<file path="src/rtl/lcd_pkg.sv">
// Shared definitions for the LCD command scheduler: command codes, the
// legal-code limit and the scheduler state encoding.
package lcd_pkg;

    localparam logic [3:0] CMD_WRITE       = 4'd0;
    localparam logic [3:0] CMD_SHIFT_UP    = 4'd1;
    localparam logic [3:0] CMD_SHIFT_DOWN  = 4'd2;
    localparam logic [3:0] CMD_SHIFT_LEFT  = 4'd3;
    localparam logic [3:0] CMD_SHIFT_RIGHT = 4'd4;
    localparam logic [3:0] CMD_MAX         = 4'd5;
    localparam logic [3:0] CMD_MIN         = 4'd6;
    localparam logic [3:0] CMD_AVG         = 4'd7;
    localparam logic [3:0] CMD_ROT_LEFT    = 4'd8;
    localparam logic [3:0] CMD_ROT_RIGHT   = 4'd9;
    localparam logic [3:0] CMD_MIRROR_X    = 4'd10;
    localparam logic [3:0] CMD_MIRROR_Y    = 4'd11;

    // Codes at or above this value are handshaken but never queued.
    localparam logic [3:0] CMD_LIMIT       = 4'd12;

    typedef enum logic [2:0] {
        S_IDLE  = 3'd0,
        S_ISSUE = 3'd1,
        S_HOLD  = 3'd2,
        S_WAIT  = 3'd3,
        S_DRAIN = 3'd4,
        S_FIN   = 3'd5
    } sched_state_e;

    function automatic logic is_legal(input logic [3:0] code);
        return code < CMD_LIMIT;
    endfunction

endpackage

</file>
<file path="src/rtl/lcd_cmd_fifo.sv">
// Synchronous command FIFO; pointers carry an extra wrap bit so full and
// empty are told apart without a separate flag.
module lcd_cmd_fifo #(
    parameter int DEPTH = 8,
    parameter int WIDTH = 4
) (
    input  logic                     clk,
    input  logic                     reset,
    input  logic                     push,
    input  logic [WIDTH-1:0]         wr_data,
    input  logic                     pop,
    output logic [WIDTH-1:0]         rd_data,
    output logic                     full,
    output logic                     empty,
    output logic [$clog2(DEPTH):0]   count
);

    localparam int AW = $clog2(DEPTH);

    logic [WIDTH-1:0] mem [DEPTH];
    logic [AW:0]      wr_ptr;
    logic [AW:0]      rd_ptr;
    logic             do_push;
    logic             do_pop;

    assign count   = wr_ptr - rd_ptr;
    assign full    = (count == (AW+1)'(DEPTH));
    assign empty   = (wr_ptr == rd_ptr);
    assign do_push = push && !full;
    assign do_pop  = pop && !empty;
    assign rd_data = mem[rd_ptr[AW-1:0]];

    always_ff @(posedge clk) begin
        if (reset) begin
            wr_ptr <= '0;
            rd_ptr <= '0;
        end else begin
            if (do_push) wr_ptr <= wr_ptr + 1'b1;
            if (do_pop)  rd_ptr <= rd_ptr + 1'b1;
        end
    end

    // Storage is not reset; the pointers alone define what is valid.
    always_ff @(posedge clk) begin
        if (do_push) mem[wr_ptr[AW-1:0]] <= wr_data;
    end

endmodule

</file>
<file path="src/rtl/lcd_cmd_sched.sv">
// Queues host commands and issues them one at a time to the LCD controller,
// waiting for the controller to go idle between issues; a WRITE ends the run.
module lcd_cmd_sched
    import lcd_pkg::*;
#(
    parameter int DEPTH = 8
) (
    input  logic                   clk,
    input  logic                   reset,
    input  logic [3:0]             host_cmd,
    input  logic                   host_valid,
    output logic                   host_ready,
    output logic [3:0]             lcd_cmd,
    output logic                   lcd_cmd_valid,
    input  logic                   lcd_busy,
    input  logic                   lcd_done,
    output logic [$clog2(DEPTH):0] fifo_count,
    output logic [7:0]             rej_cnt,
    output logic                   sched_done,
    output sched_state_e           state
);

    logic       fifo_full;
    logic       fifo_empty;
    logic [3:0] fifo_head;
    logic       accept;
    logic       legal;
    logic       last_write;

    // Host side: a transfer happens on a cycle where host_valid and host_ready
    // are both high; host_ready never depends on host_valid, and a held
    // host_valid with host_ready low transfers nothing and is not counted.
    assign host_ready = !reset && !fifo_full && (state != S_DRAIN) && (state != S_FIN);
    assign accept     = host_valid && host_ready;
    assign legal      = is_legal(host_cmd);

    lcd_cmd_fifo #(
        .DEPTH (DEPTH),
        .WIDTH (4)
    ) u_fifo (
        .clk     (clk),
        .reset   (reset),
        .push    (accept && legal),
        .wr_data (host_cmd),
        .pop     (state == S_ISSUE),
        .rd_data (fifo_head),
        .full    (fifo_full),
        .empty   (fifo_empty),
        .count   (fifo_count)
    );

    always_ff @(posedge clk) begin
        if (reset) begin
            rej_cnt <= 8'd0;
        end else if (accept && !legal && (rej_cnt != 8'hff)) begin
            rej_cnt <= rej_cnt + 8'd1;
        end
    end

    always_ff @(posedge clk) begin
        if (reset) begin
            state         <= S_IDLE;
            lcd_cmd_valid <= 1'b0;
            lcd_cmd       <= 4'd0;
            last_write    <= 1'b0;
            sched_done    <= 1'b0;
        end else begin
            lcd_cmd_valid <= 1'b0;
            lcd_cmd       <= 4'd0;
            case (state)
                S_IDLE: begin
                    // The head is captured here and popped during ISSUE.
                    if (!fifo_empty && !lcd_busy) begin
                        state         <= S_ISSUE;
                        lcd_cmd_valid <= 1'b1;
                        lcd_cmd       <= fifo_head;
                        last_write    <= (fifo_head == CMD_WRITE);
                    end
                end
                S_ISSUE: state <= S_HOLD;
                S_HOLD:  state <= S_WAIT;
                S_WAIT: begin
                    if (!lcd_busy) state <= last_write ? S_DRAIN : S_IDLE;
                end
                S_DRAIN: begin
                    if (lcd_done) begin
                        state      <= S_FIN;
                        sched_done <= 1'b1;
                    end
                end
                S_FIN:   state <= S_FIN;
                default: state <= S_IDLE;
            endcase
        end
    end

endmodule
</file>
<file path="config.mk">
export PLATFORM = sky130hd
export DESIGN_NAME = lcd_cmd_sched
export DESIGN_NICKNAME = d
export VERILOG_FILES = /design/src/rtl/lcd_pkg.sv /design/src/rtl/lcd_cmd_fifo.sv /design/src/rtl/lcd_cmd_sched.sv
export SDC_FILE = /design/constraint.sdc
export NUM_CORES = 1
export LEC_CHECK = 0
export ABC_AREA = 1
export ABC_CLOCK_PERIOD_IN_PS = 5650
export BUFFER_PORTS_ARGS = -buffer_cell sky130_fd_sc_hd__clkbuf_2
export CAP_MARGIN = 20
export CORE_MARGIN = 3
export CORE_UTILIZATION = 36
export DETAILED_ROUTE_END_ITERATION = 10
export PLACE_DENSITY_LB_ADDON = 0.15
export SYNTH_ARGS = -nofsm -noshare
export SYNTH_HDL_FRONTEND = slang
export SYNTH_SLANG_ARGS = --single-unit
export TNS_END_PERCENT = 100
</file>
<file path="constraint.sdc">
create_clock -name clk -period 5.65 [get_ports clk]
set_input_delay 0.565 -clock clk [delete_from_list [all_inputs] [get_ports clk]]
set_output_delay 0.565 -clock clk [all_outputs]
set_load 0.03 [all_outputs]
</file>
==> results of run 1 <==
[cells in the final DEF (no fill, tap or decap)]
cell / count
ha_1: 6
clkbuf_2: 30
nor3_2: 4
a31oi_1: 1
nor2_1: 44
clkbuf_16: 1
nand4_4: 2
and2_1: 1
bufinv_16: 2
nor3_1: 5
clkbuf_8: 12
nand2_4: 1
o22ai_1: 6
inv_4: 1
nand2_2: 3
xor2_1: 5
a311oi_1: 1
nand3_1: 14
nor2_4: 5
nand2_1: 44
a21oi_2: 2
nand3_4: 2
a21oi_1: 15
o21ai_0: 29
fa_1: 1
edfxtp_1: 32
nor3b_1: 1
nand3_2: 1
nor2_2: 1
clkbuf_1: 1
inv_1: 36
o21ai_1: 2
a2bb2oi_1: 1
dfxtp_1: 29
inv_2: 2
[metrics by stage]
stage          hold slack (ns)  std cells  util (%)  instance area [µm²]  worst slack (ns)
4_1_cts                  0.452        442      44.7                 3330              2.81
2_1_floorplan            0.491        302         -                 2830              3.28
6_report                 0.451        442      44.7                 3330              2.84
3_5_place_dp             0.441        426      41.2                 3070              3.14
3_3_place_gp             0.439        426      41.2                 3070              3.22
5_1_grt                  0.466        442      44.7                 3330              2.71
[state kept, by name, indices dropped and copies added (netlist names), named ones only]
| name | cells |
|---|---|
| lcd_cmd_valid | 1 |
| last_write | 1 |
| u_fifo.wr_ptr | 4 |
| lcd_cmd | 4 |
| u_fifo.mem | 32 |
| sched_done | 1 |
| u_fifo.rd_ptr | 4 |
| state | 3 |
| rej_cnt | 8 |
[cell usage after synthesis, drive strengths merged, types with 2 or more instances]
cell	number	area share (%)
nor2	50	8.0
nand2	48	6.9
inv	39	5.3
edfxtp	32	34
o21ai	31	5.5
dfxtp	29	21
a21oi	17	3.3
nand3	17	4.1
nor3	9	2.3
ha	6	2.7
o22ai	6	1.3
xor2	5	1.5
buf	4	1.0
nand4	2	1.5
[report_power, final]
part	leakage [µW]	total (µW)	switching (µW)	internal [µW]
combinational	0.000673	252	174	78.1
clock	0.000128	479	167	312
sequential	0.000523	519	29.7	489
[final timing paths]
kind | to | slack, ns | cells past startpoint
setup / recovery | host_ready | 2.84 | 9
hold / removal | sched_done | 0.45 | 2
setup reg to reg | u_fifo.mem[5][3] | 3.15 | 10
hold reg to reg | sched_done | 0.45 | 2
[cell families (layout without fill, tap and decap cells)]
| kind of cell | after synthesis | count (layout) |
|---|---|---|
| AOI/OAI and AO/OA | 57 | 57 |
| buffers and inverters | 44 | 85 |
| DFF | 61 | 61 |
| adders and majority gates | 7 | 7 |
| and+or+nand+nor | 128 | 128 |
| xor gates and xnor gates | 5 | 5 |
[layout make-up]
type	count	area, µm²
repair buffers	30	150
flip-flops and latches	61	1540
inverters	39	149
multi-input cells	197	1110
clock inverters	2	60.1
well taps	99	124
clock buffers	14	194
fillers	749	4120
[metal layers]
metal,share of wire [%],vias up,wire length (µm),track usage [%]
li1,-,1079,-,-
met1,50,970,2980,19.8
met2,44,41,2660,21.8
met3,3.7,13,223,3.90
met4,2.4,0,144,7.09
met5,0,-,0,0
[worst min-delay path, cell delays in order, from the launching register on]
cell and delay, ns:
dfxtp_1 0.31, inv_1 0.05, a21oi_1 0.05
==> Flow_metrics.wiki, run 1 <==
{| class="wikitable"
! Metric !! Value
|-
| Result of the run || finished clean
|-
| Final max-slew violation count || 0
|-
| Total global-route track usage || ~15%
|-
| Worst IR drop on VDD || 0.000142 V
|-
| Setup_tns || 0 ns
|-
| Worst hold-check path type || flip-flop to flip-flop
|-
| Final weighted congestion in routability-driven placement || 0.849
|-
| Routed wire per std cell || ~14 µm
|-
| Number of search-and-repair iterations in the first detailed-routing pass || 4
|-
| Element type at the critical path start || flip-flop
|-
| Worst slew margin relative to its limit || around two thirds
|-
| TritonCTS clock tree || done
|-
| Syn Nets || about 320
|-
| Data required time at the worst endpoint || between 5 and 6 ns
|-
| Adder-cell share of the synthesized area || roughly 3.4%
|-
| Reg-to-Reg Start || u_fifo.wr_ptr[0]
|-
| Cells resized by post-CTS repair || 0
|-
| ANT cells || 0
|-
| Remaining number of nets flagged by the antenna check after routing || 0
|-
| Main combinational cell family by area after synthesis || simple AND/OR/NAND/NOR gates
|-
| Number of register bits inferred by synthesis || between 60 and 70
|-
| H-tree depth || 3
|-
| Effective utilization at floorplan || a little under two fifths
|-
| Distinct cell type count after synthesis || 34
|-
| Maximum count of clock buffers along a single path || 2
|-
| Yosys synthesis warning count || 0
|-
| Total of buffers placed on input and output ports || 30
|-
| First element of the critical path || u_fifo.wr_ptr[0]
|-
| Total half-perimeter wirelength after legalization and detailed placement || ~4400 µm
|-
| Area of the core || 0.00745 mm²
|-
| Number of buffers inserted by hold repair at cts || 0
|-
| Biggest fanout along the worst timing path || 5
|-
| Num rows || 31
|-
| Setup-violating endpoint count in the final report || 0
|-
| Number of enable flip-flop cells after synthesis || 32
|-
| Number of antenna violations at the first check in global routing || 0
|-
| Type of the setup path with the least slack || flip-flop to output port
|-
| Async SR Flop Fraction || 0%
|-
| Inserted Clock Buffers || 9
|-
| Initial detailed-routing violation count || 163
|-
| Library cell contributing the largest single delay on the critical path || fa_1
|-
| Die area || around 0.0090 mm²
|-
| Setup repair after global routing missed its margin || no
|-
| Synth-to-Final Area Change || 17.5%
|-
| Transition time at the pin with the least slew margin || 0.527 ns
|-
| Number of global-route vias before repair || slightly above 2000
|-
| Cell family with most CP delay || adder cells
|-
| Pwr Density || 376 mW/mm²
|-
| First-pass GRT wire length || just under 10000 µm
|-
| Final net count || between 300 and 400
|-
| Simple-gate area share of the yosys netlist || a little under a quarter
|-
| Max Fclk || around 360 MHz
|-
| Buffer and inverter count on the worst path || 3
|-
| Remaining design rule violation count || 0
|-
| Proportion of synthesized chip area in sequential cells || 54.5%
|-
| Maximum number of pins on one net before global-route repair || 18
|-
| Complex-gate fraction of the synthesized area || 10.9%
|-
| Insertion delay to the later sink of the worst-skew pair || roughly 0.33 ns
|-
| Average cell area after synthesis || around 9.4 µm²
|-
| I/O pin cnt || 31
|-
| Worst setup skew after layout || 0.00671 ns
|-
| Shortest clock period the worst path allows after layout || approximately 2.8 ns
|-
| Clock Tree Root || clkbuf_8
|-
| Die span in y || 94.7 µm
|-
| Synth Area in XOR/XNOR || under 10%
|-
| Post-synthesis mux area share || 0%
|-
| CTS clock-pin slew for the worst setup and hold paths || approximately 0.07 ns
|-
| Number of vias per cell || 4.76
|-
| Data arrival time at the worst-slack endpoint || around 2.3 ns
|-
| CP max stage delay || roughly 0.53 ns
|-
| Die Span X || around 95 µm
|-
| Max Cap Violations || 0
|-
| Final total power || 1250 µW
|-
| Final WL || between 6000 and 7000 µm
|-
| Period utilisation layout || around half
|-
| Vias after detailed routing || 2103
|-
| Share of cells above drive strength 1 || between 20% and 30%
|-
| Critical path endpoint category || output port
|-
| Final Hold Fails || 0
|-
| Leakage power figure || approximately 0.0013 µW
|-
| Final global-route overflow total || 0
|-
| Ys flop type || edfxtp_1
|-
| Post-CTS setup repair buffer count || 0
|-
| Post-Syn Instances || 302
|-
| Sink Count || around 60
|-
| Worst min-delay path startpoint || sched_done
|-
| Crit path cell chain || inv_1, ha_1, fa_1, nand2_1, nor2_2, nand3_4, nand2_1, inv_1, clkbuf_2
|-
| Combined area of all synthesized cells || about 0.0028 mm²
|}
(Power assumes the default switching activity.)
==> inputs of run 2 (changes only) <==
- ABC_CLOCK_PERIOD_IN_PS: 5650 -> 2500
- clock period: 5.65 -> 2.5 ns (I/O delays scaled with it)
==> Flow_metrics.wiki, run 2 (synthesis gave the netlist of run 1 again) <==
{| class="wikitable"
! Metric !! Value
|-
| Setup-violating endpoint count in the final report || 0
|-
| Worst IR drop on VDD || 0.000383 V
|-
| Max Fclk || around 430 MHz
|-
| Number of antenna violations at the first check in global routing || 0
|-
| I/O pin cnt || 31
|-
| Total of buffers placed on input and output ports || 30
|-
| Met1 routed wirelength after detailed routing || between 2000 and 3000 µm
|-
| Remaining number of nets flagged by the antenna check after routing || 0
|-
| Remaining design rule violation count || 0
|-
| ANT cells || 0
|-
| Most frequent standard cell in the layout excluding fill and tap cells || nand2_1
|-
| Slack of the worst reg-to-reg path || roughly 0.20 ns
|-
| Inserted Clock Buffers || 9
|-
| Pwr Density || 788 mW/mm²
|-
| Final WL || roughly 6000 µm
|-
| Worst setup skew after layout || approximately 0.013 ns
|-
| NetSw || between 800 and 900 µW
|-
| Critical path endpoint category || output port
|-
| Number of search-and-repair iterations in the first detailed-routing pass || 4
|-
| Final net count || ~360
|-
| Routed wire per std cell || between 10 and 15 µm
|-
| Worst hold-check path type || input port to flip-flop
|-
| Clk pwr share || 32.5%
|-
| Number of buffers inserted by hold repair at cts || 0
|-
| H-tree depth || 3
|-
| Maximum number of pins on one net before global-route repair || 18
|-
| First element of the critical path || u_fifo.wr_ptr[0]
|-
| Die Span X || around 95 µm
|-
| Reg-to-Reg Start || u_fifo.wr_ptr[0]
|-
| Power share of the combinational group || around 23%
|-
| Number of vias per cell || between 4 and 5
|-
| Total half-perimeter wirelength after legalization and detailed placement || around 4400 µm
|-
| Final Hold Fails || 0
|-
| Synth-to-Final Area Change || 16.7%
|-
| Total global-route track usage || about 15%
|-
| Result of the run || finished clean
|-
| Sink Count || 61
|-
| Cells on Worst Hold Path || 3
|-
| Shortest clock period the worst path allows after layout || between 2 and 2.5 ns
|-
| CTS clock-pin slew for the worst setup and hold paths || ~0.07 ns
|-
| Top library cells by usage in the layout, fill and taps aside || nand2_1, nor2_1, inv_1
|-
| First-pass GRT wire length || 10400 µm
|-
| Biggest fanout along the worst timing path || 4
|-
| Setup_tns || 0 ns
|-
| Number of global-route vias before repair || approximately 2100
|-
| Met2 WL post-DR || between 2000 and 3000 µm
|-
| Layout filler cell count || a little under 800
|-
| Sequential cell fraction of total power || approximately 45%
|-
| Leakage power figure || 0.00131 µW
|-
| Clock Tree Root || clkbuf_8
|-
| Final max-slew violation count || 0
|-
| Highest routed layer || met4
|-
| Initial detailed-routing violation count || 106
|-
| Max Cap Violations || 0
|-
| Data arrival time at the worst-slack endpoint || between 2 and 2.5 ns
|-
| Post-place instance area || approximately 0.0031 mm²
|-
| Worst slew margin relative to its limit || about 65%
|-
| Vias after detailed routing || approximately 2100
|-
| TritonCTS clock tree || done
|-
| Area of the core || ~0.0074 mm²
|-
| Non-Filler Cell Area, Final || around 0.0033 mm²
|-
| Final global-route overflow total || 0
|-
| Type of the setup path with the least slack || flip-flop to output port
|-
| Maximum count of clock buffers along a single path || 2
|-
| Largest register FFs || 32
|-
| Share of cells above drive strength 1 || between 20% and 30%
|-
| Die span in y || about 95 µm
|-
| Element type at the critical path start || flip-flop
|-
| Transition time at the pin with the least slew margin || 0.517 ns
|-
| Final weighted congestion in routability-driven placement || between 0.8 and 0.9
|-
| Period utilisation layout || 92.7%
|-
| Die area || between 0.008 and 0.009 mm²
|-
| Insertion delay to the later sink of the worst-skew pair || between 0.3 and 0.4 ns
|-
| Data required time at the worst endpoint || about 2.3 ns
|-
| Depth of the worst register-to-register path || 12
|-
| Effective utilization at floorplan || 38.0%
|-
| Sw frac || 32.9%
|-
| Internal power || 1750 µW
|-
| Num rows || 31
|-
| Worst min-delay path startpoint || lcd_done
|-
| Total met3 wirelength after detailed routing || 228 µm
|-
| Setup repair after global routing missed its margin || no
|}
-- run 2: changes by cell type in the layout (fill, tap and decap cells not counted), sizes merged --
cell,change
clkbuf,-5
buf,+4
clkinv,+4
bufinv,-1
clkinvlp,+1
-- run 2: routing by layer --
metal | vias to the layer above | GRT usage (%)
met5 | - | 0
met4 | 0 | 6.49
met3 | 12 | 5.02
met2 | 43 | 22.4
met1 | 997 | 20.6
li1 | 1090 | -
-- run 2: per-stage QoR --
step	hold slack (ns)	cells	total power [µW]	util (%)	setup WS, ns
finish	0.172	445	2600	44.3	0.182
CTS	0.159	445	2630	44.1	0.0705
global placement	0.439	429	1780	41.5	0.147
global route	0.172	445	2770	44.3	0.0164
detailed placement	0.448	429	1780	41.5	0.0968
floorplan	0.328	302	1620	-	0.126
-- run 2: final cells by class --
type                            count  area [µm²]  share of cell area, %
Inverter                           39         149                   4.51
Tap cell                           99         124                   3.75
Clock inverter                      6        63.8                   1.93
Timing Repair Buffer               33         173                   5.23
Sequential cell                    61        1540                   46.7
Multi-Input combinational cell    197        1120                   34.0
Clock buffer                       10         128                   3.87
-- run 2: what timing repair did --
action	CTS	global route
buffers inserted	0	0
endpoints found under the setup margin	0	14
gates resized for setup	0	6
-- run 2: final timing paths --
| path | endpoint |
|---|---|
| max | host_ready |
| min | sched_done |
| max reg2reg | u_fifo.mem[1][0] |
| min reg2reg | sched_done |
-- run 2: power by group through the flow --
stage          sequential (µW)  clock (µW)  combinational, µW
2_1_floorplan             1220           0                400
3_3_place_gp              1190           0                595
3_5_place_dp              1190           0                590
4_1_cts                   1170         867                592
5_1_grt                   1170         916                677
6_report                  1170         846                590
-- run 2: worst max-delay path: stages (launching register included) --
cell	delay (ns)
dfxtp_1	0.32
inv_1	0.08
ha_2	0.19
fa_1	0.50
nand2_1	0.07
nor2_2	0.13
nand3_4	0.14
nand2_1	0.10
inv_1	0.04
buf_2	0.16
